File: config.mk
export PLATFORM = sky130hd
export DESIGN_NAME = uart_rx_frame_ctrl
export DESIGN_NICKNAME = d
export VERILOG_FILES = /design/src/rtl/uart_rx_frame_ctrl.sv
export SDC_FILE = /design/constraint.sdc
export NUM_CORES = 1
export LEC_CHECK = 0
export ABC_AREA = 1
export CORE_MARGIN = 3
export CORE_UTILIZATION = 35
export CTS_CLUSTER_SIZE = 40
export DETAILED_ROUTE_END_ITERATION = 12
export PLACE_DENSITY = 0.51
export RECOVER_POWER = 50
export SETUP_SLACK_MARGIN = 0.3
export SYNTH_ARGS = -nofsm -noshare
export SYNTH_HDL_FRONTEND = slang
export SYNTH_SLANG_ARGS = --single-unit
File: constraint.sdc
create_clock -name i_clk -period 2.9 [get_ports i_clk]
set_input_delay 0.29 -clock i_clk [delete_from_list [all_inputs] [get_ports i_clk]]
set_output_delay 0.29 -clock i_clk [all_outputs]
set_load 0.02 [all_outputs]
File: src/rtl/uart_rx_frame_ctrl.sv
// Frame parser behind a uart_rx: hunts for SYNC, checks LEN and the two's-complement
// checksum, buffers the payload and streams good frames out on a valid/ready port.
module uart_rx_frame_ctrl #(
    parameter logic [7:0] SYNC_BYTE      = 8'hA5,
    parameter int         MAX_LEN        = 16,
    parameter int         LEN_SIZE       = 5,
    parameter int         TIMEOUT_CYCLES = 1024,
    parameter int         TIMEOUT_SIZE   = 11
) (
    input  logic       i_clk,
    input  logic       i_rst_n,
    input  logic       i_enable,
    input  logic [7:0] i_rx_data,
    input  logic       i_rx_valid,
    input  logic       i_rx_busy,
    output logic       o_rx_enable,
    output logic [7:0] o_data,
    output logic       o_valid,
    input  logic       i_ready,
    output logic       o_last,
    output logic       o_busy,
    output logic       o_frame_ok,
    output logic       o_err_len,
    output logic       o_err_chk,
    output logic       o_err_timeout
);

    localparam logic [2:0] S_HUNT    = 3'd0;
    localparam logic [2:0] S_LEN     = 3'd1;
    localparam logic [2:0] S_PAYLOAD = 3'd2;
    localparam logic [2:0] S_CHK     = 3'd3;
    localparam logic [2:0] S_DELIVER = 3'd4;

    localparam int                      BUF_DEPTH = 1 << LEN_SIZE;
    localparam logic [LEN_SIZE-1:0]     ONE       = LEN_SIZE'(1);
    localparam logic [7:0]              MAX_LEN_B = 8'(MAX_LEN);
    // Fires on the edge where the idle count would reach TIMEOUT_CYCLES-1.
    localparam logic [TIMEOUT_SIZE-1:0] TO_TERM   = TIMEOUT_SIZE'(TIMEOUT_CYCLES - 2);

    logic [2:0]              r_state;
    logic [2:0]              w_state_next;
    logic [LEN_SIZE-1:0]     r_len;
    logic [LEN_SIZE-1:0]     r_idx;
    logic [LEN_SIZE-1:0]     r_rd;
    logic [LEN_SIZE-1:0]     w_rd_addr;
    logic [7:0]              r_sum;
    logic [7:0]              r_data;
    logic [TIMEOUT_SIZE-1:0] r_to_cnt;
    logic                    r_rx_enable;
    logic                    r_valid;
    logic                    r_last;
    logic                    r_frame_ok;
    logic                    r_err_len;
    logic                    r_err_chk;
    logic                    r_err_timeout;
    logic [7:0]              r_buf [BUF_DEPTH];

    logic       w_framed;
    logic       w_abort;
    logic       w_strobe;
    logic       w_timeout;
    logic       w_len_bad;
    logic       w_len_err;
    logic [7:0] w_sum_chk;
    logic       w_chk_pass;
    logic       w_chk_fail;
    logic       w_pay_wr;
    logic       w_xfer;
    logic       w_load;
    logic       w_last_next;
    logic       w_unused;

    assign w_unused = i_rx_busy;

    always_comb begin
        w_framed    = (r_state == S_LEN) || (r_state == S_PAYLOAD) || (r_state == S_CHK);
        w_abort     = w_framed && !i_enable;
        w_strobe    = w_framed && i_enable && i_rx_valid;
        w_timeout   = w_framed && i_enable && !i_rx_valid && (r_to_cnt == TO_TERM);
        w_len_bad   = (i_rx_data == 8'h00) || (i_rx_data > MAX_LEN_B);
        w_len_err   = (r_state == S_LEN) && w_strobe && w_len_bad;
        w_sum_chk   = r_sum + i_rx_data;
        w_chk_pass  = (r_state == S_CHK) && w_strobe && (w_sum_chk == 8'h00);
        w_chk_fail  = (r_state == S_CHK) && w_strobe && (w_sum_chk != 8'h00);
        w_pay_wr    = (r_state == S_PAYLOAD) && w_strobe;
        w_xfer      = (r_state == S_DELIVER) && r_valid && i_ready;
        w_load      = w_chk_pass || (w_xfer && !r_last);
        // The first byte is fetched while the checksum strobe is accepted.
        w_rd_addr   = (r_state == S_CHK) ? '0 : r_rd + ONE;
        w_last_next = (w_rd_addr == r_len - ONE);
    end

    always_comb begin
        w_state_next = r_state;
        case (r_state)
            S_HUNT: begin
                if (i_rx_valid && (i_rx_data == SYNC_BYTE)) begin
                    w_state_next = S_LEN;
                end
            end
            S_LEN: begin
                if (w_abort || w_timeout) begin
                    w_state_next = S_HUNT;
                end else if (w_strobe) begin
                    w_state_next = w_len_bad ? S_HUNT : S_PAYLOAD;
                end
            end
            S_PAYLOAD: begin
                if (w_abort || w_timeout) begin
                    w_state_next = S_HUNT;
                end else if (w_strobe && (r_idx == r_len - ONE)) begin
                    w_state_next = S_CHK;
                end
            end
            S_CHK: begin
                if (w_abort || w_timeout) begin
                    w_state_next = S_HUNT;
                end else if (w_strobe) begin
                    w_state_next = w_chk_pass ? S_DELIVER : S_HUNT;
                end
            end
            S_DELIVER: begin
                if (w_xfer && r_last) begin
                    w_state_next = S_HUNT;
                end
            end
            default: w_state_next = S_HUNT;
        endcase
    end

    // Payload store: written only in PAYLOAD, read only in CHK/DELIVER.
    always_ff @(posedge i_clk) begin
        if (w_pay_wr) begin
            r_buf[r_idx] <= i_rx_data;
        end
    end

    always_ff @(posedge i_clk or negedge i_rst_n) begin
        if (!i_rst_n) begin
            r_state       <= S_HUNT;
            r_len         <= '0;
            r_idx         <= '0;
            r_rd          <= '0;
            r_sum         <= 8'h00;
            r_data        <= 8'h00;
            r_to_cnt      <= '0;
            r_rx_enable   <= 1'b0;
            r_valid       <= 1'b0;
            r_last        <= 1'b0;
            r_frame_ok    <= 1'b0;
            r_err_len     <= 1'b0;
            r_err_chk     <= 1'b0;
            r_err_timeout <= 1'b0;
        end else begin
            r_state       <= w_state_next;
            r_rx_enable   <= i_enable && (w_state_next != S_DELIVER);
            r_frame_ok    <= w_chk_pass;
            r_err_len     <= w_len_err;
            r_err_chk     <= w_chk_fail;
            r_err_timeout <= w_timeout;

            // Idle counter restarts on every byte and on every state change.
            if (w_framed && !i_rx_valid && (w_state_next == r_state)) begin
                r_to_cnt <= r_to_cnt + TIMEOUT_SIZE'(1);
            end else begin
                r_to_cnt <= '0;
            end

            if ((r_state == S_LEN) && w_strobe) begin
                r_len <= i_rx_data[LEN_SIZE-1:0];
                r_sum <= i_rx_data;
                r_idx <= '0;
            end else if (w_pay_wr) begin
                r_sum <= w_sum_chk;
                r_idx <= r_idx + ONE;
            end

            if (w_chk_pass) begin
                r_rd <= '0;
            end else if (w_xfer) begin
                r_rd <= w_rd_addr;
            end

            if (w_load) begin
                r_valid <= 1'b1;
                r_data  <= r_buf[w_rd_addr];
                r_last  <= w_last_next;
            end else if (w_xfer) begin
                r_valid <= 1'b0;
                r_last  <= 1'b0;
            end
        end
    end

    assign o_rx_enable   = r_rx_enable;
    assign o_data        = r_data;
    assign o_valid       = r_valid;
    assign o_last        = r_last;
    assign o_busy        = (r_state != S_HUNT);
    assign o_frame_ok    = r_frame_ok;
    assign o_err_len     = r_err_len;
    assign o_err_chk     = r_err_chk;
    assign o_err_timeout = r_err_timeout;

endmodule

==> results of run 1 <==
-- cells in the mapped netlist (all sizes together) --
master | n | area share
dfrtp | 52 | 0.090
xnor2 | 7 | 0.0042
or2 | 48 | 0.021
o21ai | 21 | 0.0073
o221ai | 1 | 0.00061
buf | 45 | 0.017
nor4 | 1 | 0.00043
clkbuf | 20 | 0.0052
a31oi | 1 | 0.00043
fa | 1 | 0.0014
o211ai | 5 | 0.0026
clkinv | 1 | 0.00026
a21boi | 1 | 0.00052
nor3 | 7 | 0.0032
ha | 15 | 0.013
xor2 | 6 | 0.0036
nand3b | 75 | 0.039
inv | 189 | 0.049
nor2 | 112 | 0.033
nand2 | 256 | 0.068
edfxtp | 256 | 0.53
a21oi | 8 | 0.0028
nand3 | 287 | 0.10
nand4 | 10 | 0.0043
-- sequential cells by signal, summed over array words and instances, names as in the netlist, 3 cells and up --
register,count
r_to_cnt,11
r_len,5
r_sum,8
r_buf,256
r_idx,5
r_rd,5
r_state,3
o_data,8
-- power breakdown --
| group | internal, mW | switching, mW | total [mW] | leakage (nW) |
|---|---|---|---|---|
| sequential | 4.85 | 0.0528 | 4.90 | 2.96 |
| combinational | 0.174 | 0.369 | 0.543 | 3.21 |
| clock | 2.32 | 1.70 | 4.02 | 0.492 |
-- path summary, 6_finish.rpt --
| kind | start | endpoint | slack (ps) | cells after the start |
|---|---|---|---|---|
| min in group asynchronous | i_rst_n | o_data[5] | 480 | 2 |
| hold / removal | i_rx_data[4] | r_buf[8][4] | 420 | 2 |
| setup / recovery | r_state[1] | r_to_cnt[1] | 450 | 12 |
| hold reg to reg | r_to_cnt[0] | r_to_cnt[0] | 500 | 1 |
| max in group asynchronous | i_rst_n | r_state[0] | 1080 | 3 |
| setup reg to reg | r_state[1] | r_to_cnt[1] | 450 | 12 |
-- logic make-up after synthesis --
group / share of synthesized area
buffers and inverters: 0.0713
flip-flops: 0.623
adder cells (fa/ha/maj): 0.0144
XOR/XNOR: 0.00789
AND/OR/NAND/NOR: 0.269
AO/OA/AOI/OAI: 0.0142
-- through the flow --
step	worst slack [ps]	instances	util
3_5_place_dp	360	1978	0.388
2_1_floorplan	631	1425	-
4_1_cts	347	2040	0.414
6_report	445	2041	0.414
3_3_place_gp	375	1978	0.388
5_1_grt	184	2041	0.414
-- cell usage in the layout (no fill, tap or decap), drive strengths merged --
| master | instances |
|---|---|
| nand3 | 288 |
| edfxtp | 256 |
| nand2 | 256 |
| inv | 189 |
| nor2 | 112 |
| nand3b | 75 |
| buf | 63 |
| clkbuf | 54 |
| dfrtp | 52 |
| or2 | 48 |
| o21ai | 21 |
| ha | 15 |
| clkdlybuf4s50 | 15 |
| clkinv | 14 |
| nand4 | 10 |
| a21oi | 8 |
| dlygate4sd3 | 8 |
| xnor2 | 7 |
| nor3 | 7 |
| xor2 | 6 |
| o211ai | 5 |
| clkinvlp | 2 |
| nor4 | 1 |
| a31oi | 1 |
| a21boi | 1 |
| o221ai | 1 |
| fa | 1 |
-- per-layer routing --
metal	vias to the layer above	global-route usage	wire length (um)	part of all wire
met5	-	0	0	0
met4	0	0.0441	873	0.024
met3	51	0.0210	1470	0.040
met2	174	0.280	17300	0.47
met1	4800	0.232	17400	0.47
li1	4918	-	-	-
-- repair_timing --
item | in CTS | in global routing
resized for setup | 0 | 6
setup endpoints to repair | 0 | 13
hold buffers | 1 | 0
hold endpoints to repair | 37 | 0
-- cell type report --
cell class                 instances  share of cell area
sequential                       308               0.541
multi-input combinational        863               0.267
clock buffer                      46              0.0577
timing repair buffer              94              0.0479
inverter                         190              0.0430
tap                              525              0.0395
clock inverter                    15             0.00399
==> run_results.csv, run 1 <==
group,metric,value,unit
logic_synthesis,yosysWarnings,0,
power_and_ir_drop,power_density,569,nW/um^2
routing,wl_per_cell,18.1,um
layout,n_fill_cell,3927,
routing,ant_nets,0,
worst_setup_path,worstPathCellList,"inv_1 > nand2_1 > nand2_1 > nor2_4 > nand2_1 > nor2_4 > nand2_1 > nand2_1 > nand2_1 > a21boi_1 > nand2_1 > nor2_2",
layout,ff_latch_area,8990,sq um
cts,htree_levels,2,
grt,gr-total-overflow,0,
logic_synthesis,avgSynthCellArea,10.1,sq um
sta,finalHoldViolCount,0,
cts,clock_path_buffers,3,
floorplanning,start_util,0.359,
placed_design,port_buffers,28,
routing,drt_iter0_drc,604,
logic_synthesis,ys_ff_latch,308,
cts,root_buffer,"clkbuf_16",
cts,clkTransAtPathRegs,60,ps
layout,area_delta_synth_final,15.3,%
layout,n_antenna_cell,0,
layout,final_cell_area,16600,sq um
cts,clock-sinks,308,
worst_setup_path,worstPathArrival,2880,ps
sta,clock_skew,14.9,ps
sta,tightest_slew,950,ps
placed_design,hpwl,22.7,mm
routing,drc,0,
sta,timing.final.crit_period,2450,ps
cts,cts_setup_buffers,0,
power_and_ir_drop,leakage,6.66,nW
floorplanning,io_pins,30,
hold_path,hold_path_class,"in -> reg",
floorplanning,die_h,209,um
placed_design,placed_area,15600,sq um
power_and_ir_drop,p_total,9.46,mW
placed_design,routabilityCongestion,0.832,
routing,first_pass_iters,5,
logic_synthesis,netlist_area,14400,sq um
logic_synthesis,synth_cells,1425,
sta,slew_violations,0,
logic_synthesis,ys_seq_area_frac,0.623,
worst_setup_path,crit_buf_inv,1,
layout,layout-drive-gt1-share,0.123,
worst_setup_path,max_stage_delay,570,ps
floorplanning,fp.coreArea,40200,sq um
logic_synthesis,synth_cell_types,34,
sta,worst_hold_slack,422,ps
layout,layout.nets,1522,
sta,post-route-period-util,0.846,
cts,cts_tree,"yes",
sta,setup_violations,0,
grt,antenna_found_initial,0,
worst_setup_path,critPathMostFrequentCell,"nand2_1",
sta,finalSetupTns,0,ps
grt,grt_pass1_vias,9776,
routing,viasPerCell,4.87,
worst_setup_path,crit_family,"simple AND/OR/NAND/NOR gates",
routing,routed_wl,37.0,mm
status,status,"complete, no violations",
worst_setup_path,end_kind,"flip-flop",
grt,grt_max_degree,82,
worst_setup_path,crit_type,"reg -> reg",
grt,track_usage,0.167,
job,cap_viol_max_count,0,
worst_setup_path,cp.required,3320,ps
worst_setup_path,cp_slowest_cell,"dfrtp_1",
grt,grt_pass1_wl,57.2,mm
floorplanning,die_area,43700,sq um
worst_setup_path,start_kind,"flip-flop",
routing,vias,9943,
cts,cts_buffers,35,
worst_setup_path,crit_path_max_fanout,15,
sta,rsz0062_at_grt,"no",
sta,fmax,407,MHz
floorplanning,fp-row-count,73,
power_and_ir_drop,ir_drop,0.314,mV
layout,multiInputGateArea,4440,sq um
cts,worstSkewPairLatency,510,ps
sta,relSlewSlack,0.367,
floorplanning,die_w,209,um
logic_synthesis,syn_nets,1455,
Note: power is estimated with default switching activity, not from simulation.
==> inputs of run 2 (changes only) <==
Clock period 2.9 ns to 2.5 ns, I/O delays scaled along.
==> run 2 against run 1 <==
  * Register-to-register slack got worse by 110 ps
  * Sequential cell count unchanged
  * Clock power grew 20%
  * Via count up 2.1%
  * Sequential share of layout area decreased by 0.96 points
  * Worst setup slack got worse by 110 ps
  * Critical path type unchanged
  * Largest power group unchanged
==> run_results.csv, run 2 (synthesis results as in run 1) <==
group,metric,value,unit
floorplanning,die_h,209,um
layout,largest-register,"r_buf",
layout,layout-drive-gt1-share,0.141,
power_and_ir_drop,ir_drop,0.374,mV
worst_setup_path,crit_type,"reg -> reg",
sta,worst_slack,334,ps
floorplanning,die_w,209,um
worst_setup_path,start_kind,"flip-flop",
worst_setup_path,worstPathCellList,"ha_1 > nand2_1 > nand2_1 > nor2_4 > buf_4 > clkbuf_16 > nand3_1 > nand3_1 > nand3_1 > nand3_1 > nand3_2 > nand2_1",
placed_design,port_buffers,28,
sta,clock_skew,25.8,ps
routing,first_pass_iters,5,
layout,layoutNonFillerInstCount,2061,
sta,finalSetupTns,0,ps
placed_design,dp_slack,106,ps
routing,vias,10154,
sta,slew_violations,0,
worst_setup_path,cp_slowest_cell,"dfrtp_1",
worst_setup_path,crit_family,"simple AND/OR/NAND/NOR gates",
grt,antenna_found_initial,0,
floorplanning,start_util,0.359,
floorplanning,fp-row-count,73,
cts,clock_path_buffers,3,
placed_design,routabilityCongestion,0.869,
sta,post-route-period-util,0.866,
sta,relSlewSlack,0.249,
grt,grt_max_degree,82,
routing,viasPerCell,4.93,
routing,ant_nets,0,
worst_setup_path,worstPathArrival,2620,ps
routing,routed_wl,39.2,mm
routing,wl_per_cell,19.0,um
worst_setup_path,end_kind,"flip-flop",
floorplanning,fp.coreArea,40200,sq um
layout,n_antenna_cell,0,
worst_setup_path,max_stage_delay,420,ps
cts,clkTransAtPathRegs,60,ps
status,status,"complete, no violations",
layout,mostFrequentLayoutCell,"nand3_1",
power_and_ir_drop,leakage,6.80,nW
sta,setup_violations,0,
worst_setup_path,crit_path_max_fanout,13,
sta,finalHoldViolCount,0,
grt,track_usage,0.173,
floorplanning,io_pins,30,
power_and_ir_drop,power_density,660,nW/um^2
job,cap_viol_max_count,0,
sta,rsz0062_at_grt,"yes",
cts,htree_levels,2,
sta,tightest_slew,1130,ps
grt,grt_pass1_vias,9955,
cts,cts_buffers,35,
routing,drc,0,
routing,drt_iter0_drc,728,
sta,fmax,462,MHz
layout,top_regs,"r_buf (256), r_to_cnt (11)",
worst_setup_path,crit_buf_inv,2,
grt,grt_pass1_wl,58.9,mm
worst_setup_path,critPathMostFrequentCell,"nand3_1",
hold_path,hold_path_class,"in -> reg",
cts,cts_tree,"yes",
layout,largest_reg_flops,256,
placed_design,hpwl,23.5,mm
cts,root_buffer,"clkbuf_16",
placed_design,place.detailed.instances,1990,
floorplanning,die_area,43700,sq um
cts,worstSkewPairLatency,530,ps
cts,clock-sinks,308,
grt,gr-total-overflow,0,
worst_setup_path,cp.required,2960,ps
layout,area_delta_synth_final,17.3,%
sta,timing.final.crit_period,2170,ps
layout,layout.nets,1540,
layout,final_cell_mix,"nand3_1, edfxtp_1, nand2_1",
run 2: final timing paths:
kind / from / endpoint / slack (ps) / cells after the start
max: r_rd[0] / o_data[3] / 330 / 12
min: i_rx_data[4] / r_sum[4] / 350 / 5
max reg2reg: r_rd[0] / o_data[3] / 330 / 12
min reg2reg: r_to_cnt[0] / r_to_cnt[0] / 500 / 1
max in group asynchronous: i_rst_n / r_state[0] / 630 / 3
min in group asynchronous: i_rst_n / r_to_cnt[3] / 400 / 2
run 2: worst reg2reg max path: cells and delay by family, from the launching register on:
family	cells	cell delay, ps
adder cells (fa/ha/maj)	1	250
buffers and inverters	2	420
flip-flops	1	420
AND/OR/NAND/NOR	9	1010
run 2: metal layers:
layer / vias to the layer above / routed length (um) / global-route usage
met1: 4906 / 17900 / 0.240
met4: 0 / 960 / 0.0517
li1: 4959 / - / -
met2: 229 / 18600 / 0.284
met3: 60 / 1750 / 0.0255
met5: - / 0 / 0
run 2: timing repair:
item,CTS,global route
cloned,0,4
hold endpoints to repair,15,0
pin swaps,1,6
buffers inserted,0,3
endpoints found under the setup margin,12,41
resized for setup,6,16
hold buffers,1,0
run 2: final cells by class:
class / instances / area [sq um]
clock buffers: 43 / 906
clock inverters: 20 / 149
fillers: 3892 / 23300
inverters: 190 / 718
multi-input cells: 862 / 4480
flip-flops and latches: 308 / 8990
well taps: 525 / 657
repair buffers: 113 / 1030
run 2: per-stage QoR:
step	instance area (sq um)	hold slack, ps	power, mW	util
2_1_floorplan	14400	-45.6	6.16	-
3_3_place_gp	15700	208	6.42	0.392
3_5_place_dp	15700	204	6.43	0.392
4_1_cts	16800	197	11.3	0.419
5_1_grt	16900	376	11.6	0.421
6_report	16900	349	11.2	0.421
run 2: report_power, final:
part	internal, mW	switching (mW)	leakage (nW)
Sequential	5.62	0.0609	2.96
Clock	2.79	2.03	0.516
Combinational	0.225	0.434	3.32
Total	8.64	2.53	6.80
==> inputs of run 3 (changes only) <==
Settings changed: CORE_MARGIN 3 to 2, CORE_UTILIZATION 35 to 55, PLACE_DENSITY 0.51 to 0.73.
Clock period 2.5 ns to 2.4 ns, I/O delays scaled along.
==> run 3 against run 2 <==
  * Worst setup slack lost 130 ps
  * Global-route usage grew 8.5 points
  * Critical path type unchanged
  * Largest cell class unchanged
  * Wire length shrank 8.3%
  * Cell count shrank 8.3%
  * Fmax shrank 1.5%
  * Clock power shrank 5.2%
  * Largest power group unchanged
  * Sequential cell count is the same
==> run_results.csv, run 3 (synthesis results as in run 1) <==
group,metric,value,unit
layout,n_antenna_cell,0,
routing,viasPerCell,5.51,
power_and_ir_drop,ir_drop,0.531,mV
sta,finalSetupTns,0,ps
layout,layout.nets,1561,
placed_design,hpwl,23.1,mm
power_and_ir_drop,power_density,675,nW/um^2
worst_setup_path,critPathMostFrequentCell,"nand2_1",
grt,track_usage,0.259,
cts,cts_buffers,31,
placed_design,dp_slack,-331,ps
floorplanning,die_h,166,um
worst_setup_path,r2r_slack,200,ps
worst_setup_path,cp_slowest_cell,"dfrtp_1",
grt,grt_max_degree,54,
sta,relSlewSlack,0.336,
layout,mostFrequentLayoutCell,"nand3_1",
placed_design,port_buffers,28,
status,status,"complete, no violations",
worst_setup_path,r2r_start,"r_state[2]",
worst_setup_path,worstPathCellList,"inv_1 > nand2_1 > nor3_4 > nand2_1 > clkinvlp_4 > nand2_4 > nor2_1 > buf_4",
grt,grt_pass1_vias,10096,
sta,post-route-period-util,0.916,
cts,clock-sinks,308,
routing,vias,10413,
placed_design,place.detailed.instances,1815,
layout,area_delta_synth_final,17.3,%
layout,top_regs,"r_buf (256), r_to_cnt (11)",
sta,worst_slack,202,ps
worst_setup_path,crit_path_max_fanout,8,
routing,ant_nets,0,
sta,finalHoldViolCount,0,
cts,clkTransAtPathRegs,60,ps
floorplanning,die_w,166,um
cts,worstSkewPairLatency,550,ps
sta,timing.final.crit_period,2200,ps
routing,routed_wl,36.0,mm
sta,clock_skew,11.9,ps
worst_setup_path,worstPathArrival,2460,ps
layout,layoutNonFillerInstCount,1890,
placed_design,placed_area,15700,sq um
power_and_ir_drop,p_total,11.4,mW
cts,root_buffer,"clkbuf_16",
worst_setup_path,end_kind,"flip-flop",
worst_setup_path,cp.required,2660,ps
layout,layout-drive-gt1-share,0.167,
worst_setup_path,reg2regPathDepth,8,
grt,grt_pass1_wl,55.4,mm
routing,wl_per_cell,19.0,um
worst_setup_path,timing.rr.end,"r_buf[12][2]",
job,cap_viol_max_count,0,
sta,tightest_slew,995,ps
sta,slew_violations,0,
layout,largest_reg_flops,256,
sta,worst_hold_slack,346,ps
routing,drt_iter0_drc,943,
sta,setup_violations,0,
cts,htree_levels,1,
layout,final_cell_mix,"nand3_1, edfxtp_1, nand2_1",
layout,final_cell_area,16900,sq um
worst_setup_path,max_stage_delay,420,ps
grt,gr-total-overflow,0,
routing,drc,0,
worst_setup_path,start_kind,"flip-flop",
layout,utilization,0.653,
hold_path,hold_path_class,"in -> async",
layout,largest-register,"r_buf",
sta,fmax,455,MHz
power_and_ir_drop,leakage,6.92,nW
worst_setup_path,crit_buf_inv,3,
floorplanning,fp.coreArea,25900,sq um
worst_setup_path,crit_type,"reg -> reg",
worst_setup_path,crit_family,"simple AND/OR/NAND/NOR gates",
routing,first_pass_iters,7,
floorplanning,io_pins,30,
cts,clock_path_buffers,3,
placed_design,routabilityCongestion,0.896,
floorplanning,fp-row-count,59,
cts,cts_tree,"yes",
grt,antenna_found_initial,0,
sta,rsz0062_at_grt,"yes",
floorplanning,die_area,27500,sq um
floorplanning,start_util,0.557,
layout,n_fill_cell,2008,
[run 3: cell type report]
class                           instances  area, sq um  share of cell area
Clock inverter                         15          124             0.00732
Sequential cell                       308         8990               0.531
Multi-Input combinational cell        862         4590               0.271
Clock buffer                           42          827              0.0489
Tap cell                              335          419              0.0248
Timing Repair Buffer                  138         1250              0.0739
Inverter                              190          722              0.0427
[run 3: power breakdown]
part           switching, mW  total, mW  leakage (nW)  internal [mW]
Clock                   1.95       4.57         0.468           2.62
Sequential            0.0717       5.93          2.96           5.86
Combinational          0.530      0.922          3.49          0.392
[run 3: timing repair]
item	4_1_cts	5_1_grt
endpoints found under the setup margin	211	271
setup buffers	5	12
pin swaps	10	14
hold buffers	1	0
resized for setup	26	26
hold endpoints to repair	25	0
[run 3: routing by layer]
metal / GRT usage / vias up / part of all wire
met5: 0 / - / 0
met4: 0.0979 / 0 / 0.035
met3: 0.0267 / 74 / 0.053
met2: 0.453 / 356 / 0.51
met1: 0.335 / 4997 / 0.40
li1: - / 4986 / -
[run 3: worst max path at each step]
stage	start	end	slack, ps	cells past startpoint
floorplan	r_state[0]	r_buf[7][0]	130	11
global placement	i_rx_data[0]	o_data[3]	-280	16
detailed placement	i_rx_data[0]	o_data[1]	-330	16
CTS	r_state[1]	r_buf[10][1]	200	9
global route	r_state[2]	r_buf[9][7]	60	8
finish	r_state[2]	r_buf[12][2]	200	8
[run 3: worst reg2reg max path, cell delays in order (launching register included)]
cell and delay (ps):
dfrtp_1 420, inv_1 190, nand2_1 180, nor3_4 160
nand2_1 210, clkinvlp_4 250, nand2_4 150, nor2_1 170
buf_4 190
